`src/rtl/vx_scoreboard.sv`:
```
// ---------------------------------------------------------------------------
// vx_scoreboard
//
// Tracks, per warp, which destination registers have a write in flight and
// holds back any instruction at the ibuffer head that touches one of them
// (RAW/WAW hazard).
//
// The handshake between ibuffer and issue is a combinational pass-through
// gated by the hazard. The scoreboard stores no instruction data.
//
// A register is released when writeback retires the last (eop) packet of
// its producer. A stall watchdog raises `deadlock` after DEADLOCK_CYCLES
// consecutive stalled cycles.
//
// Ports:
//   clk, reset        clock, synchronous active-high reset
//   ibuf_valid        head instruction valid
//   ibuf_wid          warp of head instruction
//   ibuf_wb           head instruction writes rd
//   ibuf_rd           destination register
//   ibuf_used_regs    mask of all registers the instruction touches
//   ibuf_ready        scoreboard accepts the head instruction
//   issue_valid       instruction forwarded to issue
//   issue_ready       issue stage accepts
//   wb_valid          writeback packet valid
//   wb_wid, wb_rd     writeback warp / register
//   wb_eop            last packet of the instruction's writeback
//   warp_busy         bit i set when warp i has any register in use
//   deadlock          stall watchdog fired
// ---------------------------------------------------------------------------
module vx_scoreboard #(
  parameter int CORE_ID         = 0,
  parameter int DEADLOCK_CYCLES = 10000,
  parameter int NUM_WARPS       = 4,
  parameter int NUM_REGS        = 64,
  parameter int NW_BITS         = (NUM_WARPS > 1) ? $clog2(NUM_WARPS) : 1,
  parameter int NR_BITS         = $clog2(NUM_REGS)
) (
  input  logic                 clk,
  input  logic                 reset,
  input  logic                 ibuf_valid,
  input  logic [NW_BITS-1:0]   ibuf_wid,
  input  logic                 ibuf_wb,
  input  logic [NR_BITS-1:0]   ibuf_rd,
  input  logic [NUM_REGS-1:0]  ibuf_used_regs,
  output logic                 ibuf_ready,
  output logic                 issue_valid,
  input  logic                 issue_ready,
  input  logic                 wb_valid,
  input  logic [NW_BITS-1:0]   wb_wid,
  input  logic [NR_BITS-1:0]   wb_rd,
  input  logic                 wb_eop,
  output logic [NUM_WARPS-1:0] warp_busy,
  output logic                 deadlock
);

  localparam logic [19:0] DlLimit = 20'(DEADLOCK_CYCLES);

  logic [NUM_WARPS-1:0][NUM_REGS-1:0] inuse_q, inuse_d;
  logic [19:0]                        stallCnt_q, stallCnt_d;
  logic                               deadlock_q, deadlock_d;

  logic hazard;
  logic issueFire;
  logic wbRelease;

  // Hazard lookup and handshake. The hazard depends only on registered
  // state and ibuffer fields, so issue_valid never depends on issue_ready.
  always_comb begin
    hazard      = |(inuse_q[ibuf_wid] & ibuf_used_regs);
    issue_valid = ibuf_valid && !hazard;
    ibuf_ready  = issue_ready && !hazard;
    issueFire   = ibuf_valid && ibuf_ready;
    wbRelease   = wb_valid && wb_eop;
  end

  // Next-state bitmap. The clear is applied first and the set second, so a
  // new producer issuing in the same cycle as the old one's eop keeps the
  // bit. x0 is hardwired zero and never becomes pending.
  always_comb begin
    inuse_d = inuse_q;
    if (wbRelease) begin
      inuse_d[wb_wid][wb_rd] = 1'b0;
    end
    if (issueFire && ibuf_wb && (ibuf_rd != '0)) begin
      inuse_d[ibuf_wid][ibuf_rd] = 1'b1;
    end
  end

  // Watchdog. It counts consecutive cycles in which a valid head is blocked
  // by a hazard, and saturates at the limit. The flag is sticky until
  // something issues, so a drop of ibuf_valid resets the count but not the
  // flag.
  always_comb begin
    stallCnt_d = stallCnt_q;
    deadlock_d = deadlock_q;
    if (!ibuf_valid || issueFire) begin
      stallCnt_d = '0;
    end else if (hazard && (stallCnt_q != DlLimit)) begin
      stallCnt_d = stallCnt_q + 20'd1;
    end
    if (issueFire) begin
      deadlock_d = 1'b0;
    end else if (stallCnt_d == DlLimit) begin
      deadlock_d = 1'b1;
    end
  end

  // State registers. Reset drops every pending write, so later writebacks
  // from pre-reset instructions find nothing to clear.
  always_ff @(posedge clk) begin
    if (reset) begin
      inuse_q    <= '0;
      stallCnt_q <= '0;
      deadlock_q <= 1'b0;
    end else begin
      inuse_q    <= inuse_d;
      stallCnt_q <= stallCnt_d;
      deadlock_q <= deadlock_d;
    end
  end

  // Busy summary per warp, decoded from the registered bitmap.
  always_comb begin
    for (int w = 0; w < NUM_WARPS; w++) begin
      warp_busy[w] = |inuse_q[w];
    end
    deadlock = deadlock_q;
  end

  // Releasing a register that has no write pending means writeback and
  // scoreboard disagree about what is in flight.
  releaseOfIdleReg : assert property (
    @(posedge clk) disable iff (reset)
    (wb_valid && wb_eop) |-> inuse_q[wb_wid][wb_rd]
  ) else $error("core %0d: eop writeback to idle register", CORE_ID);

endmodule
```
`config.mk`:
```
export PLATFORM = sky130hd
export DESIGN_NAME = vx_scoreboard
export DESIGN_NICKNAME = d
export VERILOG_FILES = /design/src/rtl/vx_scoreboard.sv
export SDC_FILE = /design/constraint.sdc
export NUM_CORES = 1
export LEC_CHECK = 0
export CAP_MARGIN = 5
export CORE_MARGIN = 2
export CORE_UTILIZATION = 58
export CTS_CLUSTER_SIZE = 8
export DETAILED_ROUTE_END_ITERATION = 10
export PLACE_DENSITY = 0.78
export SLEW_MARGIN = 0
export SYNTH_ARGS = -nofsm -noshare
export SYNTH_HDL_FRONTEND = slang
export SYNTH_SLANG_ARGS = --single-unit
export TNS_END_PERCENT = 50
```
`constraint.sdc`:
```
create_clock -name clk -period 11.6 [get_ports clk]
set_input_delay 2.32 -clock clk [delete_from_list [all_inputs] [get_ports clk]]
set_output_delay 2.32 -clock clk [all_outputs]
set_load 0.05 [all_outputs]
```
==> results.md <==
Status:
- The flow ran to the end, and the final reports show no timing, DRC or antenna violations.

Timing:
- At the pin with the least slew margin, the transition time is 1415 ps.
- The headroom to the max-slew limit is 5.230%.
- The final setup skew is 20.91 ps.
- Derived from the worst setup path, the maximum achievable clock frequency is 108.5 MHz.
- The hold violation count in the final report came to 0.
- The setup violation total in the final timing report is 0.
- The accumulated negative setup slack is 0 ps.
- The number of max-slew violations in the final report is 0.
- Setup repair after global routing left no endpoint under its margin.
- After layout, the worst path uses 79.42% of the clock period.
- The post-route minimum period is 9213 ps.

Synth:
- By area the synthesized netlist is led by dfxtp_1, nand2_1, a21oi_1, o21ai_0, mux2i_1.
- The cell with the most instances after synthesis is nand2_1.
- The area of the mapped netlist is 14,220 µm².
- Sequential elements use 39.01% of the synthesized area.
- Ranked by instance count, the synthesized netlist is headed by nand2_1, dfxtp_1, a21oi_1.
- The most instantiated flip-flop cell in the synthesis netlist is dfxtp_1.
- The distinct cell type count after synthesis is 55.
- Of all flip-flops after synthesis, the portion carrying an async set or reset was 0%.
- The synthesized design devotes to its leading area cell type 39.01% of total area.
- The synthesized netlist net count is 1,899.
- During synthesis, Yosys emitted a total of 0 warnings.
- The synthesized design contains 0 enable-type register cells.
- The count of mapped cells out of synthesis is 1,810.
- The post-synthesis sequential element count is 277.
- The average footprint of a synthesized cell is 7.854 µm².
- The biggest area consumer among synthesized cells is dfxtp_1.

Layout:
- The area of the multi-input gates is 7904 µm².
- The area growth from synthesis to layout is 13.27%.
- The sequential cell area is 5545 µm².
- The final instance count without filler cells is 2,168.
- For this run, the post-layout net count is 1,928.
- The count of filler cells inserted in the layout is 2,034.
- The ratio of cells with drive above 1 in the final layout is 7.926%.

Routing:
- The wire length per cell after detailed routing is 27.91 µm.
- The detailed router finished its first iteration with 3,089 violations.
- The via count is 15.35k.
- After detailed routing, the number of remaining DRC violations is 0.
- The total iterations of the first detailed-routing run is 6.
- The routed design has 60,520 µm of wire.
- In this run the remaining antenna-violating nets after routing total 0.
- The number of vias per cell after detailed routing is 7.080.

Floorplanning:
- Measured along the x axis, the die boundary spans 160.6 µm.
- The die boundary height is 160.6 µm.
- Once the floorplan was initialized, standard cells occupied 58.80% of the core.
- After floorplanning, the core was sized to cover 24,180 µm².
- The area enclosed by the die boundary is 25,780 µm².
- 94 I/O pins were placed.
- Row generation in the floorplan step produced 57 rows.

GRT:
- The number of antenna violations at the first check in global routing came to 3.
- The number of global-route vias before repair is 14.26k.
- In the global route stage, overall resource usage came out at 45.66%.
- The remaining global-route overflow is 0.
- The largest net degree at the start of global routing is 94.
- The first-pass GRT wire length is 89,310 µm.

Worst setup path:
- The number of buffers and inverters on the critical path is 4.
- The worst setup path startpoint is ibuf_wid[1].
- Counting buffers and inverters, the worst setup path is 10 cells deep.
- The master of the slowest instance on the critical path is clkdlybuf4s50_1.
- For this run, the slowest stage of the critical path takes 830 ps.
- STA classifies the critical path startpoint as an input port.
- The source of the worst register-to-register timing path is inuse_q[30].
- Data arrives at the worst endpoint at 6890 ps.
- The end point of the critical path is ibuf_ready.
- The critical path is of the input port to output port type.
- Data on the critical path is required at its endpoint by 9280 ps.
- The worst setup path is captured at an output port.
- The most numerous cell type found on the critical path is buf_4.
- Setup slack on the worst reg-to-reg path comes out at 6950 ps.
- Traced cell by cell, the critical path runs through buf_4 -> buf_4 -> mux2_1 -> a222oi_1 -> mux2i_1 -> a2111o_1 -> nor3_4 -> and3_1 -> buf_4 -> clkdlybuf4s50_1.
- Counting cells, the worst reg-to-reg path comes to 12.
- Broken down by cell family, the worst path's largest delay share belongs to buffers and inverters.
- The endpoint identified for the worst register-to-register timing path is inuse_q[18].
- In this run the worst path has a maximum fanout of 61.

Power:
- The worst IR drop on VDD is 116.0 µV.
- The leakage component of the power is 0.005393 µW.
- For this design the ratio of total power to cell area is 133.6 nW/µm².

Job:
- The number of max-cap violations is 0.

Placed design:
- The number of instances in the placed design is 2,121.
- The placed wire-length estimate is 41,750 µm.
- The port buffer count is 93.
- The final RePlAce weighted congestion is 1.152.

Clock tree:
- Post-CTS timing repair inserted 0 buffers for setup.
- Gates resized during post-CTS repair numbered 0.
- The clock tree from TritonCTS is yes.
- The cts-stage hold buffer count is 0.
- At the later pin of the worst-skew pair, clock insertion delay measures 530 ps.
- The CTS clock-pin slew for the worst setup and hold paths is 50 ps.
- The clock passes through at most 3 buffers.
- CTS built an H-tree with a depth of 2.
- The clock drives 277 sinks.
- CTS placed an instance of clkbuf_16 at the clock tree root.
- Buffers inserted during clock tree synthesis total 40.

Hold path:
- In this run the most critical hold path is launched from inuse_q[64].
- The worst hold-check path type is register to register.
==> routing by layer <==
metal / track usage [%] / wire, µm
met2: 66.14 / 24520
met3: 12.99 / 9544
met4: 29.93 / 4882
met1: 59.54 / 21560
met5: 0 / 10
==> registers in the layout, indices dropped and copies added, names as in the netlist <==
register    count
deadlock        1
stallCnt_q     20
inuse_q       256
==> worst min path at each step <==
stage,to,depth (start not counted)
after floorplan,inuse_q[128],1
after global placement,inuse_q[95],2
after detailed placement,inuse_q[64],1
after CTS,inuse_q[148],2
after global routing,inuse_q[64],1
final,inuse_q[64],1
==> worst register-to-register path, delay by kind of cell (launching register included) <==
family                 cells  cell delay (ps)
buffers and inverters      2              950
flip-flops                 1              370
AND/OR/NAND/NOR            5             1610
AO/OA/AOI/OAI              4             1360
multiplexers               1              290
==> cell type report <==
cell class                 count  share of cell area [%]
multi-input combinational   1380                   49.08
sequential                   277                   34.44
timing repair buffer         114                   6.737
clock buffer                  43                   6.480
tap                          324                   2.517
inverter                      26                  0.6061
clock inverter                 2                  0.1088
antenna                        2                 0.03108
==> cell usage in the layout (no fill, tap or decap), types with 3 or more instances in the layout <==
cell,instances
mux2_1,5
nand3_1,16
nand3b_1,7
a221oi_1,6
and2_1,4
nand2_1,363
nor3b_1,3
nand2b_1,9
or3_1,7
nor3_1,12
and3b_1,3
and3_1,13
nor4_1,75
a21oi_1,258
or4_1,4
clkbuf_16,41
o21ai_0,255
a31oi_1,7
clkdlybuf4s50_1,90
mux4_2,19
dfxtp_1,277
o32ai_1,19
xnor2_1,12
nor2_1,90
buf_4,23
o22ai_1,5
nand4_1,24
mux2i_1,52
a222oi_1,4
nor3_4,5
inv_1,26
o211a_1,5
nor3b_2,5
mux2_2,38
a22oi_1,17
or3b_2,4
xor2_1,5
==> power by group <==
group          leakage [µW]  internal [µW]  switching, µW
logic               0.00264           49.6            109
registers           0.00223            954          0.751
clock network      0.000523            627            412
total               0.00539           1630            522
==> logic make-up after synthesis <==
logic type	count (synthesis)	synth area share, %
and+or+nand+nor	653	21.17
buffers and inverters	153	5.650
DFF	277	39.01
adders and majority gates	2	0.1760
xor gates and xnor gates	17	1.047
AOI/OAI and AO/OA	594	22.87
muxes	114	10.08
==> per-stage QoR <==
stage | utilization [%] | power (µW) | hold slack (ps) | area [µm²] | setup slack (ps)
3_5_place_dp | 62.20 | 1123 | 472.7 | 15040 | 2498
3_3_place_gp | 62.20 | 1123 | 472.7 | 15040 | 2568
4_1_cts | 66.58 | 2139 | 484.6 | 16100 | 2500
2_1_floorplan | - | 1051 | 454.6 | 14220 | 4242
6_report | 66.60 | 2152 | 484.9 | 16100 | 2387
5_1_grt | 66.58 | 2186 | 499.0 | 16100 | 2197
No activity file was read; power rests on OpenSTA's default activity.
